`src/rtl/mem_rdret_2ru.sv`:
```
// mem_rdret_2ru -- dual independent read-return adapters for a 2-port memory.
//
// Each port p (0 and 1) accepts tagged read requests, issues them straight to
// the downstream memory port, tracks them through a LATENCY-deep valid+tag pipe
// and parks the returning data in a per-port response FIFO. FIFO space is
// reserved when a read is issued, so returning data always has a slot.
//
// Ports (per p in {0,1}):
//   rreq_vld_p/rreq_rdy_p/rreq_addr_p/rreq_tag_p  request handshake
//   read_p/addr_p                                  memory read strobe/address
//   dout_p                                         memory data, LATENCY cycles after read_p
//   rsp_vld_p/rsp_rdy_p/rsp_data_p/rsp_tag_p       response handshake
// Optional (macro MEM_RDRET_2RU_ERR_EN):
//   read_serr_p/read_derr_p in, rsp_serr_p/rsp_derr_p out, aligned with data.
// clk: single clock; rst: synchronous, active-high.

`ifndef ERROR
`define ERROR $error("mem_rdret_2ru: response FIFO push while full")
`endif

module mem_rdret_2ru_port #(
  parameter int AW         = 10,
  parameter int DW         = 32,
  parameter int TW         = 4,
  parameter int LATENCY    = 2,
  parameter int FIFO_DEPTH = 4
) (
  input  logic          clk_i,
  input  logic          rst_i,
  input  logic          rreq_vld_i,
  output logic          rreq_rdy_o,
  input  logic [AW-1:0] rreq_addr_i,
  input  logic [TW-1:0] rreq_tag_i,
  output logic          read_o,
  output logic [AW-1:0] addr_o,
  input  logic [DW-1:0] dout_i,
`ifdef MEM_RDRET_2RU_ERR_EN
  input  logic          read_serr_i,
  input  logic          read_derr_i,
  output logic          rsp_serr_o,
  output logic          rsp_derr_o,
`endif
  output logic          rsp_vld_o,
  input  logic          rsp_rdy_i,
  output logic [DW-1:0] rsp_data_o,
  output logic [TW-1:0] rsp_tag_o
);

`ifdef MEM_RDRET_2RU_ERR_EN
  localparam int EBW = 2;
`else
  localparam int EBW = 0;
`endif
  localparam int EW = DW + TW + EBW;
  localparam int PW = (FIFO_DEPTH > 1) ? $clog2(FIFO_DEPTH) : 1;
  localparam int CW = $clog2(FIFO_DEPTH + 1);
  localparam int SW = $clog2(FIFO_DEPTH + LATENCY + 1) + 1;

  logic [EW-1:0] mem_q [FIFO_DEPTH];
  logic [PW-1:0] wr_ptr_q, rd_ptr_q;
  logic [CW-1:0] count_q;

  logic          accept, push, pop;
  logic [TW-1:0] push_tag;
  logic [SW-1:0] inflight, occ;
  logic [EW-1:0] push_ent, head;

  function automatic logic [PW-1:0] ptr_inc(input logic [PW-1:0] p);
    return (p == PW'(FIFO_DEPTH - 1)) ? '0 : p + 1'b1;
  endfunction

  // Occupancy counts both stored responses and reads still in the memory
  // pipe, so an issued read always has a FIFO slot when its data returns.
  always_comb begin
    occ        = SW'(count_q) + inflight;
    rreq_rdy_o = ~rst_i & (occ < SW'(FIFO_DEPTH));
  end

  assign accept    = rreq_vld_i & rreq_rdy_o;
  assign read_o    = accept;
  assign addr_o    = rreq_addr_i;
  assign rsp_vld_o = ~rst_i & (count_q != '0);
  assign pop       = rsp_vld_o & rsp_rdy_i;

  generate
    if (LATENCY == 0) begin : g_nopipe
      // Data is valid in the accept cycle itself.
      assign push     = accept;
      assign push_tag = rreq_tag_i;
      assign inflight = '0;
    end else begin : g_pipe
      localparam int unsigned LU = LATENCY;
      logic [LATENCY-1:0] pv_q;
      logic [TW-1:0]      pt_q [LATENCY];

      always_ff @(posedge clk_i) begin
        if (rst_i) begin
          pv_q <= '0;
        end else begin
          pv_q[0] <= accept;
          for (int unsigned s = 1; s < LU; s++) pv_q[s] <= pv_q[s-1];
        end
      end

      always_ff @(posedge clk_i) begin
        pt_q[0] <= rreq_tag_i;
        for (int unsigned s = 1; s < LU; s++) pt_q[s] <= pt_q[s-1];
      end

      // Last stage is live in the cycle the memory presents its data.
      assign push     = pv_q[LATENCY-1];
      assign push_tag = pt_q[LATENCY-1];

      always_comb begin
        inflight = '0;
        for (int unsigned s = 0; s < LU; s++) inflight = inflight + SW'(pv_q[s]);
      end
    end
  endgenerate

`ifdef MEM_RDRET_2RU_ERR_EN
  assign push_ent   = {read_derr_i, read_serr_i, push_tag, dout_i};
  assign rsp_serr_o = head[DW+TW];
  assign rsp_derr_o = head[DW+TW+1];
`else
  assign push_ent   = {push_tag, dout_i};
`endif

  assign head       = mem_q[rd_ptr_q];
  assign rsp_data_o = head[DW-1:0];
  assign rsp_tag_o  = head[DW+TW-1:DW];

  always_ff @(posedge clk_i) begin
    if (!rst_i && push) mem_q[wr_ptr_q] <= push_ent;
  end

  always_ff @(posedge clk_i) begin
    if (rst_i) begin
      wr_ptr_q <= '0;
      rd_ptr_q <= '0;
      count_q  <= '0;
    end else begin
      assert (!(push && (count_q == CW'(FIFO_DEPTH)))) else `ERROR;
      if (push) wr_ptr_q <= ptr_inc(wr_ptr_q);
      if (pop)  rd_ptr_q <= ptr_inc(rd_ptr_q);
      case ({push, pop})
        2'b10:   count_q <= count_q + 1'b1;
        2'b01:   count_q <= count_q - 1'b1;
        default: count_q <= count_q;
      endcase
    end
  end

endmodule

module mem_rdret_2ru #(
  parameter int AW         = 10,
  parameter int DW         = 32,
  parameter int TW         = 4,
  parameter int LATENCY    = 2,
  parameter int FIFO_DEPTH = 4
) (
  input  logic          clk,
  input  logic          rst,
  input  logic          rreq_vld_0,
  output logic          rreq_rdy_0,
  input  logic [AW-1:0] rreq_addr_0,
  input  logic [TW-1:0] rreq_tag_0,
  output logic          read_0,
  output logic [AW-1:0] addr_0,
  input  logic [DW-1:0] dout_0,
  output logic          rsp_vld_0,
  input  logic          rsp_rdy_0,
  output logic [DW-1:0] rsp_data_0,
  output logic [TW-1:0] rsp_tag_0,
  input  logic          rreq_vld_1,
  output logic          rreq_rdy_1,
  input  logic [AW-1:0] rreq_addr_1,
  input  logic [TW-1:0] rreq_tag_1,
  output logic          read_1,
  output logic [AW-1:0] addr_1,
  input  logic [DW-1:0] dout_1,
`ifdef MEM_RDRET_2RU_ERR_EN
  input  logic          read_serr_0,
  input  logic          read_derr_0,
  output logic          rsp_serr_0,
  output logic          rsp_derr_0,
  input  logic          read_serr_1,
  input  logic          read_derr_1,
  output logic          rsp_serr_1,
  output logic          rsp_derr_1,
`endif
  output logic          rsp_vld_1,
  input  logic          rsp_rdy_1,
  output logic [DW-1:0] rsp_data_1,
  output logic [TW-1:0] rsp_tag_1
);

  mem_rdret_2ru_port #(
    .AW(AW), .DW(DW), .TW(TW), .LATENCY(LATENCY), .FIFO_DEPTH(FIFO_DEPTH)
  ) u_port0 (
    .clk_i(clk), .rst_i(rst),
    .rreq_vld_i(rreq_vld_0), .rreq_rdy_o(rreq_rdy_0),
    .rreq_addr_i(rreq_addr_0), .rreq_tag_i(rreq_tag_0),
    .read_o(read_0), .addr_o(addr_0), .dout_i(dout_0),
`ifdef MEM_RDRET_2RU_ERR_EN
    .read_serr_i(read_serr_0), .read_derr_i(read_derr_0),
    .rsp_serr_o(rsp_serr_0), .rsp_derr_o(rsp_derr_0),
`endif
    .rsp_vld_o(rsp_vld_0), .rsp_rdy_i(rsp_rdy_0),
    .rsp_data_o(rsp_data_0), .rsp_tag_o(rsp_tag_0)
  );

  mem_rdret_2ru_port #(
    .AW(AW), .DW(DW), .TW(TW), .LATENCY(LATENCY), .FIFO_DEPTH(FIFO_DEPTH)
  ) u_port1 (
    .clk_i(clk), .rst_i(rst),
    .rreq_vld_i(rreq_vld_1), .rreq_rdy_o(rreq_rdy_1),
    .rreq_addr_i(rreq_addr_1), .rreq_tag_i(rreq_tag_1),
    .read_o(read_1), .addr_o(addr_1), .dout_i(dout_1),
`ifdef MEM_RDRET_2RU_ERR_EN
    .read_serr_i(read_serr_1), .read_derr_i(read_derr_1),
    .rsp_serr_o(rsp_serr_1), .rsp_derr_o(rsp_derr_1),
`endif
    .rsp_vld_o(rsp_vld_1), .rsp_rdy_i(rsp_rdy_1),
    .rsp_data_o(rsp_data_1), .rsp_tag_o(rsp_tag_1)
  );

endmodule

```
`config.mk`:
```
export PLATFORM = sky130hd
export DESIGN_NAME = mem_rdret_2ru
export DESIGN_NICKNAME = d
export VERILOG_FILES = /design/src/rtl/mem_rdret_2ru.sv
export SDC_FILE = /design/constraint.sdc
export NUM_CORES = 1
export LEC_CHECK = 0
export CAP_MARGIN = 40
export CELL_PAD_IN_SITES_DETAIL_PLACEMENT = 0
export CELL_PAD_IN_SITES_GLOBAL_PLACEMENT = 2
export CORE_MARGIN = 8
export CORE_UTILIZATION = 44
export DETAILED_ROUTE_END_ITERATION = 6
export PLACE_DENSITY = 0.93
export SLEW_MARGIN = 20
export SYNTH_ARGS = -nofsm -noshare
export SYNTH_HDL_FRONTEND = slang
export SYNTH_SLANG_ARGS = --single-unit
```
`constraint.sdc`:
```
create_clock -name clk -period 5.52 [get_ports clk]
set_input_delay 1.104 -clock clk [delete_from_list [all_inputs] [get_ports clk]]
set_output_delay 1.104 -clock clk [all_outputs]
set_load 0.01 [all_outputs]
```
# After elaboration in Yosys (flattened, before gate mapping)
# Memory sizes are Yosys's and may differ from the RTL's. A register that Yosys moved wholly into a read port is not among the register bits.
# Index checks and enable logic that the tools add are counted.
[op_classes]
addsub = 12
n_mul = 0
div = 0
n_lt_le_gt_ge = 2
n_eq_ne = 8
n_shift = 0
n_mux = 14
bitwise = 9
n_reduce_logical = 7
[op_table]
columns = ["operator", "count"]
rows = [
  ["2-bit two-way mux", 8],
  ["2-bit equality test, second input constant", 6],
  ["3-bit one-hot mux with 2 select lines", 2],
  ["2-bit by 1-bit adder with 2-bit output, second input constant", 4],
  ["3-bit by 2-bit adder with 4-bit output", 2],
  ["1-bit AND", 8],
  ["4-bit by 3-bit less-than comparator with 1-bit output, second input constant", 2],
  ["3-bit by 1-bit adder with 3-bit output, second input constant", 2],
  ["3-bit nonzero test", 2],
  ["3-bit by 1-bit subtractor with 3-bit output, second input constant", 2],
  ["1-bit by 1-bit adder with 2-bit output", 2],
  ["2-bit by 1-bit equality test with 1-bit output, second input constant", 2],
  ["1-bit two-way mux", 4],
  ["2-bit nonzero test", 2],
  ["1-bit logical AND", 2],
  ["1-bit zero test", 1],
  ["1-bit inverter", 1],
]
[totals]
reg_bits = 18
latch_bits = 0
mem_bits_rw = 304
romBits = 0
input_bits = 98
output_inout_bits = 98
elab_cells = 64
mem_count = 4
[mem_list]
columns = ["memory", "depth", "word_bits", "rd", "rd_ports_with_merged_regs", "write_ports", "line", "source"]
rows = [
  ["u_port0.mem_q", 4, 36, 1, 1, 1, "59", "logic [EW-1:0] mem_q [FIFO_DEPTH];"],
  ["u_port1.mem_q", 4, 36, 1, 1, 1, "59", ""],
  ["u_port0.g_pipe.pt_q", 2, 4, 2, 0, 2, "94", "logic [TW-1:0] pt_q [LATENCY];"],
  ["u_port1.g_pipe.pt_q", 2, 4, 2, 0, 2, "94", ""],
]

# Longest topological paths before layout
[depth]
depth_word = 5
ltp_mapped = 8
mapped_depth_nobuf = 8

# Hierarchy
# A second synthesis with hierarchy kept.
[hier_totals]
cells_unflattened = 530
hier_area_um2 = 12114.1
[by_module_without_submodules]
columns = ["module", "instances", "cells_per_inst", "area_each_um2", "seq_area_each_um2"]
rows = [
  ["mem_rdret_2ru_port", 2, 265, 6057.1, 4704.5],
]

# Worst setup path before layout
# No wires, ideal clock.
[synth_timing]
path_type = "input -> output"
from = "input port rst"
to = "output port read_0"
arrival_time_ps = 1911
required_ps = 4416
setup_slack_ps = 2505
path_stages = 3
n_path_buf = 1
path_cell_list = "buf_4 -> a211oi_1 -> and2_1"
[synth_between]
elab_chain_cells = 3
[synth_lines]
columns = ["item", "line", "source"]
rows = [
  ["start, declared", "164", "input logic rst,"],
  ["1-bit inverter", "76", "rreq_rdy_o = ~rst_i & (occ < SW'(FIFO_DEPTH));"],
  ["1-bit AND", "76", ""],
  ["named net rreq_rdy_0", "166", "output logic rreq_rdy_0,"],
  ["1-bit AND", "79", "assign accept = rreq_vld_i & rreq_rdy_o;"],
  ["end, declared", "169", "output logic read_0,"],
]
# The timed path passes the listed nets, and every way through them passes these cells.

# Worst setup path in the final report
[layout_timing]
from = "input port rst"
to = "output port read_1"
[layout_between]
elab_chain_cells = 3
[layout_lines]
columns = ["item", "line", "source"]
rows = [
  ["1-bit inverter", "76", ""],
  ["1-bit AND", "76", ""],
  ["1-bit AND", "79", ""],
  ["end, declared", "180", "output logic read_1,"],
]
# Every way passes these cells.

==> metrics <==
status finished clean; Slew @ Worst Pin 0.7380 ns; Worst Path Max Fanout 13; CTS Sinks 326; WS Path Type primary input to primary output; Setup crit end kind primary output; DR WL/cell 21.29 um; Post-Layout Inst Area 0.01515 sq mm; Slew Viols, Final 0; die area 0.03303 sq mm; DR iter-0 viols 302; cell area after synthesis 0.01209 sq mm; largest area contributor in the synthesized netlist edfxtp_1; vias post-DR 5511; Final Skew 0.02449 ns; post-synth cell types 26; Warnings, synthesis 0; f_max 243.0 MHz; clk slew on worst S/H paths 0.05 ns; Die H 181.7 um; Synth Area per Inst 22.89 sq um; Hold Slack 0.3266 ns; Core Area 0.02695 sq mm; FFs w/ async S/R, synth 0%; register area share after synthesis 77.85%; root buffer cell clkbuf_16; CP required 4.42 ns; Longest Clk Path Bufs 3; Slew Limit Headroom 50.80%; Post-Place Cells 999; vias per cell 5.194; final setup violation count 0; cts hold-fix bufs 0; Top-Level Pins 196; PD cells 355.4 mW/mm^2; worst slack, placed 1.379 ns; Main synth FF type edfxtp_1; Worst Setup Slack, final 1.405 ns; Area growth syn-to-layout 25.31%; drt total wl 22590 um; first-pass GRT wire length 34760 um; Hold WC Path Type flop to flop; Antenna Nets Post-Route 0; LEAKAGE 4.888 nW; H-tree levels 2; RSZ-0062 raised after global routing false; Synth Register Bits 326; CP Launch Type primary input; die span in x 181.7 um; Worst Path Arrival 3.01 ns; Non-Filler Instances 1061; synth top area cells edfxtp_1, mux4_2, dfxtp_1, mux4_1, ha_1; Nets 808; final hold vios 0; Overall Global Routing Usage 13.52%; most common cell in the netlist edfxtp_1; max-cap violations 0; Post-Synthesis Cells 528; antenna violations before repair 0; drt drc 0; Initial Util 44.85%; drt first pass iters 4; Tmin final 4.115 ns; IO buf count 155; final period utilization 74.56%; # diodes 0; Post-synth EDFFs 288; Syn Nets 642; num rows 60; CTS resizes 0; largest net degree at the start of global routing 30; Placer Congestion 0.7486; setup TNS 0 ns; TritonCTS Buffers 34; vias in the first global route 6071; worst-skew pair later-pin latency 0.51 ns; post-detail-place hpwl 15150 um; layout cells sized above 1 19.44%; post-synth top area share 71.55%; synth cell count leaders edfxtp_1, mux4_2, dfxtp_1; TritonCTS clock tree yes; Fill cells 1956; instance area after placement 0.01398 sq mm; Max VDD drop 211.6 uV; grt ovf 0; setup bufs post-CTS 0
## path summary, 6_finish.rpt
| kind | from | to | slack [ns] | cells past startpoint |
|---|---|---|---|---|
| max reg2reg | u_port1.count_q[0] | u_port1.count_q[2] | 3.34 | 8 |
| min | u_port0.g_pipe.pt_q[0][0] | u_port0.g_pipe.pt_q[0][4] | 0.33 | 0 |
| min reg2reg | u_port0.g_pipe.pt_q[0][0] | u_port0.g_pipe.pt_q[0][4] | 0.33 | 0 |
| max | rst | read_1 | 1.40 | 5 |
## layout by cell type, fill, tap and decap left out
| master | n |
|---|---|
| edfxtp_1 | 288 |
| clkdlybuf4s50_1 | 155 |
| mux4_2 | 60 |
| clkbuf_16 | 35 |
| dfxtp_1 | 34 |
| nor2_1 | 16 |
| ha_1 | 14 |
| inv_1 | 12 |
| mux4_1 | 12 |
| and2_2 | 8 |
| clkbuf_1 | 7 |
| buf_12 | 7 |
| nor2b_1 | 6 |
| a21oi_1 | 6 |
| clkinv_1 | 6 |
| bufinv_16 | 5 |
| and2_1 | 4 |
| xor2_1 | 4 |
| mux2_2 | 4 |
| dfxtp_2 | 4 |
| clkinv_2 | 3 |
| buf_16 | 3 |
| buf_4 | 3 |
| nor3_1 | 2 |
| nor3b_2 | 2 |
| a21o_1 | 2 |
| a211oi_1 | 2 |
| nor3b_1 | 2 |
| o21ai_0 | 2 |
| or3_1 | 2 |
| mux2i_1 | 2 |
| fa_1 | 2 |
| clkinv_8 | 2 |
| clkbuf_8 | 2 |
| clkinv_4 | 1 |
| clkinvlp_4 | 1 |
## flip-flops by register name, indices dropped and copies added (netlist names), named ones only
signal and count:
u_port0.mem_q 144, u_port1.mem_q 144, u_port1.g_pipe.pv_q 2, u_port0.wr_ptr_q 2, u_port1.g_pipe.pt_q 8, u_port1.count_q 3
u_port0.rd_ptr_q 2, u_port0.count_q 3, u_port0.g_pipe.pv_q 2, u_port1.rd_ptr_q 2, u_port1.wr_ptr_q 2, u_port0.g_pipe.pt_q 8
## logic make-up (layout without fill, tap and decap cells)
group	Yosys count	after routing	synth area share, %
AOI/OAI and AO/OA	12	12	0.5797
and+or+nand+nor	42	42	1.946
adders and majority gates	16	16	1.781
buffers and inverters	50	242	3.230
DFF	326	326	77.85
xor gates and xnor gates	4	4	0.2898
muxes	78	78	14.33
## stage by stage
| stage | utilization, % | power [mW] |
|---|---|---|
| 2_1_floorplan | - | 2.964 |
| 3_3_place_gp | 51.04 | 3.112 |
| 3_5_place_dp | 51.87 | 3.127 |
| 4_1_cts | 56.20 | 5.443 |
| 5_1_grt | 56.20 | 5.560 |
| 6_report | 56.20 | 5.383 |
## per-layer routing
| metal | track usage [%] | routed length, um | part of all wire [%] | vias up |
|---|---|---|---|---|
| met4 | 3.509 | 394 | 1.7 | 0 |
| met2 | 23.54 | 11450 | 51 | 178 |
| met3 | 4.331 | 1651 | 7.3 | 41 |
| met1 | 15.99 | 9095 | 40 | 2828 |
| li1 | - | - | - | 2464 |
| met5 | 0 | 0 | 0 | - |
## report_power, final
group	switching, mW	internal, mW	total [mW]	leakage [nW]
sequential	0.0305	2.71	2.74	2.91
clock	0.883	1.43	2.31	0.564
combinational	0.128	0.201	0.329	1.41
## critical path, stage by stage
cell and delay, ns:
clkdlybuf4s50_1 0.63, buf_4 0.30, a211oi_1 0.26, and2_1 0.17, clkdlybuf4s50_1 0.54
## layout make-up
class | instances | area [sq um] | area share [%]
flip-flops and latches | 326 | 9414 | 62.16
well taps | 341 | 426.7 | 2.817
inverters | 12 | 45.04 | 0.2974
multi-input cells | 152 | 2297 | 15.17
repair buffers | 168 | 1797 | 11.86
clock buffers | 44 | 929.6 | 6.138
clock inverters | 18 | 236.5 | 1.561
No activity file was read; power rests on OpenSTA's default activity.
